[config.mk]
export PLATFORM = sky130hd
export DESIGN_NAME = mips_mem_arbiter
export DESIGN_NICKNAME = d
export VERILOG_FILES = /design/src/rtl/mips_arb_pkg.sv /design/src/rtl/mips_mem_arbiter_wdt.sv /design/src/rtl/mips_mem_arbiter.sv
export SDC_FILE = /design/constraint.sdc
export NUM_CORES = 1
export LEC_CHECK = 0
export ABC_CLOCK_PERIOD_IN_PS = 3100
export CORE_MARGIN = 3
export CORE_UTILIZATION = 40
export DETAILED_ROUTE_END_ITERATION = 8
export PLACE_DENSITY_LB_ADDON = 0.12
export SLEW_MARGIN = 40
export SYNTH_ARGS = -nofsm -noshare
export SYNTH_HDL_FRONTEND = slang
export SYNTH_HIERARCHICAL = 1
export SYNTH_SLANG_ARGS = --single-unit
[constraint.sdc]
create_clock -name clk -period 3.1 [get_ports clk]
set_input_delay 0.62 -clock clk [delete_from_list [all_inputs] [get_ports clk]]
set_output_delay 0.62 -clock clk [all_outputs]
set_load 0.02 [all_outputs]
[src/rtl/mips_arb_pkg.sv]
// mips_arb_pkg: shared types and constants for the unified-memory arbiter
package mips_arb_pkg;
    typedef enum logic [1:0] {IDLE, BUSY_I, BUSY_D, RESP} state_t;
    typedef enum logic {OWN_I, OWN_D} owner_t;
    localparam logic [31:0] ERR_RDATA = 32'h0;
    localparam int DEF_TIMEOUT = 16;
    localparam int DEF_STARVE_LIMIT = 4;
endpackage

[src/rtl/mips_mem_arbiter_wdt.sv]
// arb_wdt_counter: 8-bit watchdog; clr zeroes, en counts, tc flags count == LIMIT-1
//   clk, rst : clock, sync active-high reset
//   clr, en  : clear (priority over en) / count enable
//   tc       : terminal count reached
module arb_wdt_counter #(
    parameter int LIMIT = 16
) (
    input  logic clk,
    input  logic rst,
    input  logic clr,
    input  logic en,
    output logic tc
);
    logic [7:0] cnt;
    always_ff @(posedge clk) begin
        if (rst || clr) cnt <= '0;
        else if (en) cnt <= cnt + 8'd1;
    end
    assign tc = cnt == 8'(LIMIT - 1);
endmodule

[src/rtl/mips_mem_arbiter.sv]
// mips_mem_arbiter: shares one single-port memory between fetch and data ports
//   if_*  : fetch requester (read-only), if_ack/if_rdata registered, if_stall combinational
//   d_*   : data requester (read/write), d_ack/d_rdata registered, d_stall combinational
//   err   : pulses with the ack of an access that timed out (rdata returned as 0)
//   mem_* : request/ack handshake to the memory; mem_req held until mem_ack
//   MEM_ARB_STARVE_GUARD_EN : when defined, fetch is forced after STARVE_LIMIT
//                             consecutive contested data wins
module mips_mem_arbiter
    import mips_arb_pkg::*;
#(
    parameter int AW           = 32,
    parameter int DW           = 32,
    parameter int TIMEOUT      = DEF_TIMEOUT,
    parameter int STARVE_LIMIT = DEF_STARVE_LIMIT
) (
    input  logic          clk,
    input  logic          rst,
    input  logic          if_req,
    input  logic [AW-1:0] if_addr,
    output logic          if_ack,
    output logic [DW-1:0] if_rdata,
    output logic          if_stall,
    input  logic          d_req,
    input  logic          d_we,
    input  logic [AW-1:0] d_addr,
    input  logic [DW-1:0] d_wdata,
    output logic          d_ack,
    output logic [DW-1:0] d_rdata,
    output logic          d_stall,
    output logic          err,
    output logic          mem_req,
    output logic          mem_we,
    output logic [AW-1:0] mem_addr,
    output logic [DW-1:0] mem_wdata,
    input  logic [DW-1:0] mem_rdata,
    input  logic          mem_ack
);
    state_t         state;
    owner_t         owner;
    logic           busy;
    logic           wdt_tc;
    logic           grant_d;
    logic [DW-1:0]  resp_data;

    assign busy      = state == BUSY_I || state == BUSY_D;
    assign owner     = state == BUSY_D ? OWN_D : OWN_I;
    assign resp_data = mem_ack ? mem_rdata : DW'(ERR_RDATA);
    assign if_stall  = if_req & ~if_ack;
    assign d_stall   = d_req & ~d_ack;

    // Counts BUSY cycles without an ack; starts from zero at every grant.
    arb_wdt_counter #(.LIMIT(TIMEOUT)) u_wdt (
        .clk (clk),
        .rst (rst),
        .clr (!busy),
        .en  (busy && !mem_ack),
        .tc  (wdt_tc)
    );

`ifdef MEM_ARB_STARVE_GUARD_EN
    logic [7:0] starve_cnt;
    // Data loses only when fetch is also waiting and has been passed over STARVE_LIMIT times.
    assign grant_d = d_req && !(if_req && starve_cnt == 8'(STARVE_LIMIT));
    always_ff @(posedge clk) begin
        if (rst) starve_cnt <= '0;
        else if (state == IDLE && (d_req || if_req))
            starve_cnt <= !grant_d ? '0 : if_req ? starve_cnt + 8'd1 : starve_cnt;
    end
`else
    assign grant_d = d_req;
`endif

    always_ff @(posedge clk) begin
        if (rst) begin
            state     <= IDLE;
            mem_req   <= 1'b0;
            mem_we    <= 1'b0;
            mem_addr  <= '0;
            mem_wdata <= '0;
            if_ack    <= 1'b0;
            d_ack     <= 1'b0;
            err       <= 1'b0;
            if_rdata  <= '0;
            d_rdata   <= '0;
        end else begin
            if_ack <= 1'b0;
            d_ack  <= 1'b0;
            err    <= 1'b0;
            case (state)
                IDLE: if (d_req || if_req) begin
                    state     <= grant_d ? BUSY_D : BUSY_I;
                    mem_req   <= 1'b1;
                    mem_we    <= grant_d && d_we;
                    mem_addr  <= grant_d ? d_addr : if_addr;
                    mem_wdata <= grant_d ? d_wdata : '0;
                end
                // Acks are registered here so they are visible during the RESP cycle.
                BUSY_I, BUSY_D: if (mem_ack || wdt_tc) begin
                    state   <= RESP;
                    mem_req <= 1'b0;
                    err     <= !mem_ack;
                    if (owner == OWN_I) begin
                        if_ack   <= 1'b1;
                        if_rdata <= resp_data;
                    end else begin
                        d_ack <= 1'b1;
                        if (!mem_we) d_rdata <= resp_data;
                    end
                end
                RESP: state <= IDLE;
                default: state <= IDLE;
            endcase
        end
    end
endmodule

Yosys cells after proc, flatten, opt, wreduce, memory -nomap -nowiden
Cells that the tools add are included.
Widths: inputs -> output; s select.
Storage, ports and cells
  bits in registers: 143
  word-level logic and storage cells: 56
  input port bits: 134
  output and inout port bits: 135
Operators by class
  reduce and logical (&&, ||, !) cells: 17
  bitwise operators: 8
  multiplexer cells: 13
  equality and inequality tests: 6
  add/subtract/negate cells: 1
Operators with widths (number)
  $mux 32: 3
  $add 8x1->8 const B: 1
  $eq 8x4->1 const B: 1
  $mux 2: 3
  $not 1->1: 6
  $pmux 2 s3: 1
  $reduce_and 3->1: 2
  $mux 1: 5
  $eq 2x2->1 const B: 2
  $logic_or 1x1->1: 4
  $ne 2x2->1 const B: 2
  $reduce_and 2->1: 2
  $reduce_and 4->1: 1
  $reduce_or 3->1: 1
  $and 1x1->1: 2
  $eq 2x1->1 const B: 1
  $logic_and 1x1->1: 2
  $logic_not 1->1: 2
  $logic_not 2->1: 1
  $pmux 1 s2: 1
  $reduce_bool 2->1: 1
  $reduce_or 2->1: 1

Depth between registers and ports, before layout
Gate-level depths: netlist of the first run.
  depth in word-level cells: 4
  mapped depth: 8
  gate-level depth less buffers: 7

Modules after synthesis
Netlist of the first run, hierarchy kept.
Modules (own cells, without submodules)
  mips_mem_arbiter: cells each 610, times used 1, area an instance 5509.0 µm², seq. area each 2702.6 µm²
  arb_wdt_counter: cells each 40, times used 1, area an instance 357.8 µm², seq. area each 160.2 µm²

Worst setup path before layout of the first run
Ideal clock, no wire load.
  kind: input to output
  from: in d_req
  to: out d_stall
  path slack: 1.137 ns
  data required time: 2.480 ns
  path buffers: 2
  stages: 3
  arrival time: 1.343 ns
  path through: buf_6 -> buf_2 -> nor2b_1
On the way
  longest elaborated chain between the ends: 1
RTL lines
  from (decl): RTL line mips_mem_arbiter.sv:23  | input logic d_req,
  $and 1x1->1: RTL line mips_mem_arbiter.sv:49  | assign d_stall = d_req & ~d_ack;
  to (decl): RTL line mips_mem_arbiter.sv:29  | output logic d_stall,
No other way between the ends.

Worst setup path after layout of the first run
  from: in if_req
  to: out if_stall
On the way
  longest elaborated chain between the ends: 1
RTL lines
  from (decl): RTL line mips_mem_arbiter.sv:18  | input logic if_req,
  $and 1x1->1: RTL line mips_mem_arbiter.sv:48  | assign if_stall = if_req & ~if_ack;
  to (decl): RTL line mips_mem_arbiter.sv:22  | output logic if_stall,
No other way between the ends.

==> results of run 1 <==
==> through the flow <==
stage                     setup slack, ps  power [uW]  hold slack, ps  utilization (%)
after global routing                  415        7250             515             65.6
after global placement                563        4850             468             61.3
after detailed placement              513        4940             492             61.5
after CTS                             516        6920             501             65.5
after floorplan                      1140        3790             458                -
final                                 518        6910             498             65.6
==> state kept, by name, summed over array words and instances, names as in the netlist <==
name,cells
if_ack,1
d_ack,1
u_wdt/cnt,8
state,2
d_rdata,32
mem_we,1
mem_addr,32
mem_req,1
if_rdata,32
err,1
mem_wdata,32
==> layer usage <==
layer  track usage [%]  vias up  wire, um
li1                  -     2764         -
met1              25.4     2651      7350
met2              40.0      219      9630
met3              7.36       31      1510
met4              8.14        0       394
met5                 0        -         0
==> cell families (layout without fill, tap and decap cells) <==
kind of cell	after synthesis	in the layout	synth area share (%)
AO/OA/AOI/OAI	210	210	21.2
XOR/XNOR	4	4	0.597
adder cells (fa/ha/maj)	3	3	0.640
buffers and inverters	63	315	4.67
flip-flops	143	143	48.8
multiplexers	33	33	5.63
AND/OR/NAND/NOR	194	194	18.5
==> final timing paths <==
| path | start | end | slack, ps | depth (start not counted) |
|---|---|---|---|---|
| worst max-delay path | if_req | if_stall | 520 | 3 |
| worst min-delay path | mem_addr[0] | mem_addr[0] | 500 | 2 |
| worst max register to register | u_wdt/cnt[0] | if_rdata[19] | 740 | 7 |
| worst min register to register | mem_addr[0] | mem_addr[0] | 500 | 2 |
==> synthesized netlist by cell type <==
library cell  count
clkbuf_2          4
o21ai_1           6
xor2_1            3
nor2b_1          66
or2_1             1
o21a_1            2
xnor2_1           1
nand4_2           1
a311oi_2          1
o211ai_2          1
nand2b_1          3
dfxtp_1         143
nand3b_1         32
and2_1            1
nand2_1           3
nand3_1           2
nor4_1            1
and2_4            1
buf_2            14
clkbuf_1         37
buf_1             3
o21ai_0         127
inv_1             3
nand4_1           2
a22oi_1          33
nor2_1           73
nor4b_1           1
or3_1             3
mux2i_1          33
or2_2             1
a211oi_1         33
a21oi_1           6
nand4b_1          1
a311oi_1          1
ha_1              3
buf_6             2
or3b_4            2
==> power by group through the flow <==
| stage | combinational, uW | clock, uW | sequential [uW] |
|---|---|---|---|
| 2_1_floorplan | 1100 | 0 | 2690 |
| 3_3_place_gp | 2510 | 0 | 2350 |
| 3_5_place_dp | 2580 | 0 | 2360 |
| 4_1_cts | 2590 | 2000 | 2330 |
| 5_1_grt | 2810 | 2070 | 2370 |
| 6_report | 2600 | 1970 | 2330 |
==> critical path, cell delays in order <==
cell and delay [ps]:
clkdlybuf4s50_1 580, nor2b_1 150, clkdlybuf4s50_1 610
==> cell type report <==
type | instances | area [sq um] | share of cell area [%]
Multi-Input combinational cell | 444 | 2760 | 29.9
Sequential cell | 143 | 2860 | 31.0
Clock buffer | 25 | 485 | 5.25
Timing Repair Buffer | 281 | 2820 | 30.5
Inverter | 3 | 11.3 | 0.122
Tap cell | 180 | 225 | 2.44
Clock inverter | 6 | 82.6 | 0.893
==> results.cfg, run 1 <==
[cts]
htreeDepth = 4
cts_root_buffer = clkbuf_16
cts.path.max_buffers = 2
cts_tree = yes
holdBufCountCts = 0
ctsResizeCount = 0
clock-sinks = 143
cts_buffers = 17
cts.clk_slew.worst_paths_ps = 50
cts_setup_buffers = 0
clkLatencyLatePin_ps = 410

[worst_setup_path]
arrival_ps = 1960
path_class = primary input to primary output
startpoint_type = primary input
cp-end-kind = primary output
cp.required_ps = 2480
cp_max_fo = 4

[drt]
vias = 5665
dr.pass1.iters = 5
drc_errors = 0
viasPerCell = 5.24
ant_nets = 0
drt-total-wl_um = 18900
drt-initial-drc-count = 303
wl_per_cell_um = 17.4

[global_routing]
grt_pass1_vias = 5843
grt_max_degree = 58
grt_pass1_wl_um = 29300
antenna_found_initial = 0
grt_usage_pct = 22.6
overflow = 0

[placement]
place_inst = 1050
io_buffers = 268
hpwl_um = 13700
dpl-instance-area_sq_um = 8660
place.gp.congestion = 0.820

[layout]
mostFrequentLayoutCell = clkdlybuf4s50_1
nFillCells = 1169
layout-drive-gt1-share_pct = 5.88
finish.instance_area_sq_um = 9250
diodes = 0
areaGrowthSynthToFinish_pct = 57.6
final_nets = 1027
instances_no_fill = 1082
mostFrequentLayoutCells = 266 x clkdlybuf4s50_1, 143 x dfxtp_1, 126 x o21ai_0, 73 x nor2_1, 66 x nor2b_1

[synth]
syn_inst = 650
ys_seq_area_share_pct = 48.8
netlist_area_sq_um = 5870
synth_fp_nets = 787
ys_types = 37
yosys.area.top_type_share_pct = 48.8
ys_ff_latch = 143
yosys.area.top_type = dfxtp_1
avgSynthCellArea_sq_um = 9.03
synthTopCellsByArea = dfxtp_1 49%, o21ai_0 11%, nor2b_1 7.0%
yosysWarnings = 6

[flow_run]
max_cap_viol_count = 0

[sta]
grt_setup_unrepaired = false
skew_ps = 8.90
maxSlewViolCount = 0
fmax_ghz = 0.387
relSlewSlack_pct = 46.1
hold_viol = 0
worstMarginPinSlew_ps = 806
final.min_clock_period_ps = 2580
fin_setup_tns_ps = 0
setup_viol = 0
period_share_pct = 83.3

[run_status]
status = finished clean

[power_and_ir_drop]
clkPwrFrac_pct = 28.5
p_sw_uw = 2400
p_comb_share_pct = 37.7
p_per_area_nw_per_um2 = 747
ir_drop_mv = 0.448
sw_frac_of_total_pct = 34.8
power_frac_seq_pct = 33.8
internal_power_uw = 4500
leakage_uw = 0.00339

[floorplanning]
die_y_um = 127
core.rowCount = 43
core_region_area_sq_um = 14100
ios = 269
dieArea_sq_um = 16200
die_x_um = 127
start_util_pct = 41.6

[worst_hold_path]
hold_class = flip-flop to flip-flop
Note: power is estimated with default switching activity, not from simulation.
==> inputs of run 2 (changes only) <==
- ABC_CLOCK_PERIOD_IN_PS: 3100 -> 2690
- clock period: 3.1 -> 2.69 ns (I/O delays scaled with it)
==> run 2 against run 1 <==
Compared with the run above:
- first-iteration DRC count rose by 18%
- cell count grew 0.46%
- clock skew shrank 1.1 ps
- via count increased by 1.1%
- combinational power increased by 14%
- total power is 14% higher
- setup slack worse by 230 ps
- register-to-register slack worse by 130 ps
- die area unchanged
- global-route usage is 0.11 points lower
- worst hold slack got worse by 1.2 ps
- clock-buffer cell count up 2
- critical endpoint unchanged
- largest power group unchanged
==> results.cfg, run 2 (same netlist as run 1, synthesis figures left out) <==
[run_status]
status = finished clean

[floorplanning]
ios = 269
core_region_area_sq_um = 14100
core.rowCount = 43
start_util_pct = 41.6
die_x_um = 127
die_y_um = 127
dieArea_sq_um = 16200

[sta]
fmax_ghz = 0.416
final.min_clock_period_ps = 2400
setup_viol = 0
period_share_pct = 89.3
relSlewSlack_pct = 47.7
maxSlewViolCount = 0
grt_setup_unrepaired = false
whs_ps = 497
skew_ps = 7.77
hold_viol = 0
worstMarginPinSlew_ps = 782
fin_setup_tns_ps = 0

[cts]
clock-sinks = 143
cts_buffers = 17
clkLatencyLatePin_ps = 420
htreeDepth = 4
cts_setup_buffers = 0
holdBufCountCts = 0
cts.clk_slew.worst_paths_ps = 60
cts.path.max_buffers = 2
ctsResizeCount = 0
cts_root_buffer = clkbuf_16
cts_tree = yes

[power_and_ir_drop]
ir_drop_mv = 0.557
p_comb_share_pct = 37.5
leakage_uw = 0.00340
clkPwrFrac_pct = 28.4
p_sw_uw = 2750
power_frac_seq_pct = 34.0
sw_frac_of_total_pct = 34.9
p_per_area_nw_per_um2 = 853
internal_power_uw = 5130

[worst_setup_path]
critPathSlowestCell = clkdlybuf4s50_1
crit_path_frequent_cell = clkdlybuf4s50_1
path_class = primary input to primary output
startpoint = if_req
startpoint_type = primary input
arrival_ps = 1870
r2r-start = u_wdt/cnt[0]
cp.required_ps = 2150
rrSetupSlack_ps = 610
cp-end-kind = primary output
cp_max_fo = 4
cpPeakStageDelay_ps = 620
worstPathCellList = clkdlybuf4s50_1 -> nor2b_1 -> clkdlybuf4s50_1

[drt]
vias = 5727
viasPerCell = 5.27
dr.pass1.iters = 5
drt-total-wl_um = 18800
drc_errors = 0
ant_nets = 0
wl_per_cell_um = 17.3
drt-initial-drc-count = 358

[global_routing]
grt_pass1_vias = 5664
grt_usage_pct = 22.5
overflow = 0
grt_max_degree = 64
antenna_found_initial = 1
grt_pass1_wl_um = 28800

[layout]
final_nets = 1030
nFillCells = 1171
layout-drive-gt1-share_pct = 6.18
areaGrowthSynthToFinish_pct = 57.4
mostFrequentLayoutCell = clkdlybuf4s50_1
finish.instance_area_sq_um = 9230
mostFrequentLayoutCells = 266 x clkdlybuf4s50_1, 143 x dfxtp_1, 126 x o21ai_0, 73 x nor2_1, 66 x nor2b_1

[placement]
place.gp.congestion = 0.782
hpwl_um = 13600
io_buffers = 268
dpl-instance-area_sq_um = 8670

[flow_run]
max_cap_viol_count = 0

[worst_hold_path]
hp-start = mem_addr[31]
hold_class = flip-flop to flip-flop
[run 2: cell types whose count changed in the layout (fill, tap and decap cells not counted), sizes merged]
cell and delta:
bufinv -1, diode +1, clkbuf +2, buf +3
[run 2: worst max-delay path: cells and delay by family]
kind | cells | cell delay (ps)
buffers and inverters | 2 | 1160
and+or+nand+nor | 1 | 170
[run 2: area by class of cell]
class	instances	area (sq um)	area share, %
flip-flops and latches	143	2860	31.0
repair buffers	284	2820	30.5
multi-input cells	444	2750	29.7
clock buffers	27	513	5.56
well taps	180	225	2.44
clock inverters	5	52.6	0.569
inverters	3	11.3	0.122
diodes	1	2.50	0.0271
[run 2: metal layers]
metal	global-route usage [%]	share of wire (%)	vias up	wire length, um
li1	-	-	2780	-
met1	26.2	40	2697	7600
met2	37.9	49	217	9240
met3	7.48	7.6	33	1420
met4	9.59	2.8	0	518
met5	0	0	-	0
[run 2: final timing paths]
| path | cells past startpoint | to |
|---|---|---|
| worst max-delay path | 3 | if_stall |
| worst min register to register | 2 | mem_addr[31] |
| worst min-delay path | 2 | mem_addr[31] |
| worst max register to register | 7 | d_rdata[12] |
[run 2: through the flow]
step	instances	utilization [%]	power [uW]	worst slack, ps
finish	1087	65.5	7870	287
global route	1087	65.5	8280	243
CTS	1086	65.5	7940	290
detailed placement	1054	61.5	5670	314
global placement	1054	61.4	5600	307
floorplan	650	-	4370	746
[run 2: power by group through the flow]
stage               Clock [uW]  Combinational [uW]  Sequential (uW)
global placement             0                2900             2690
detailed placement           0                2960             2710
global route              2380                3180             2720
finish                    2240                2960             2680
floorplan                    0                1260             3100
CTS                       2290                2970             2680
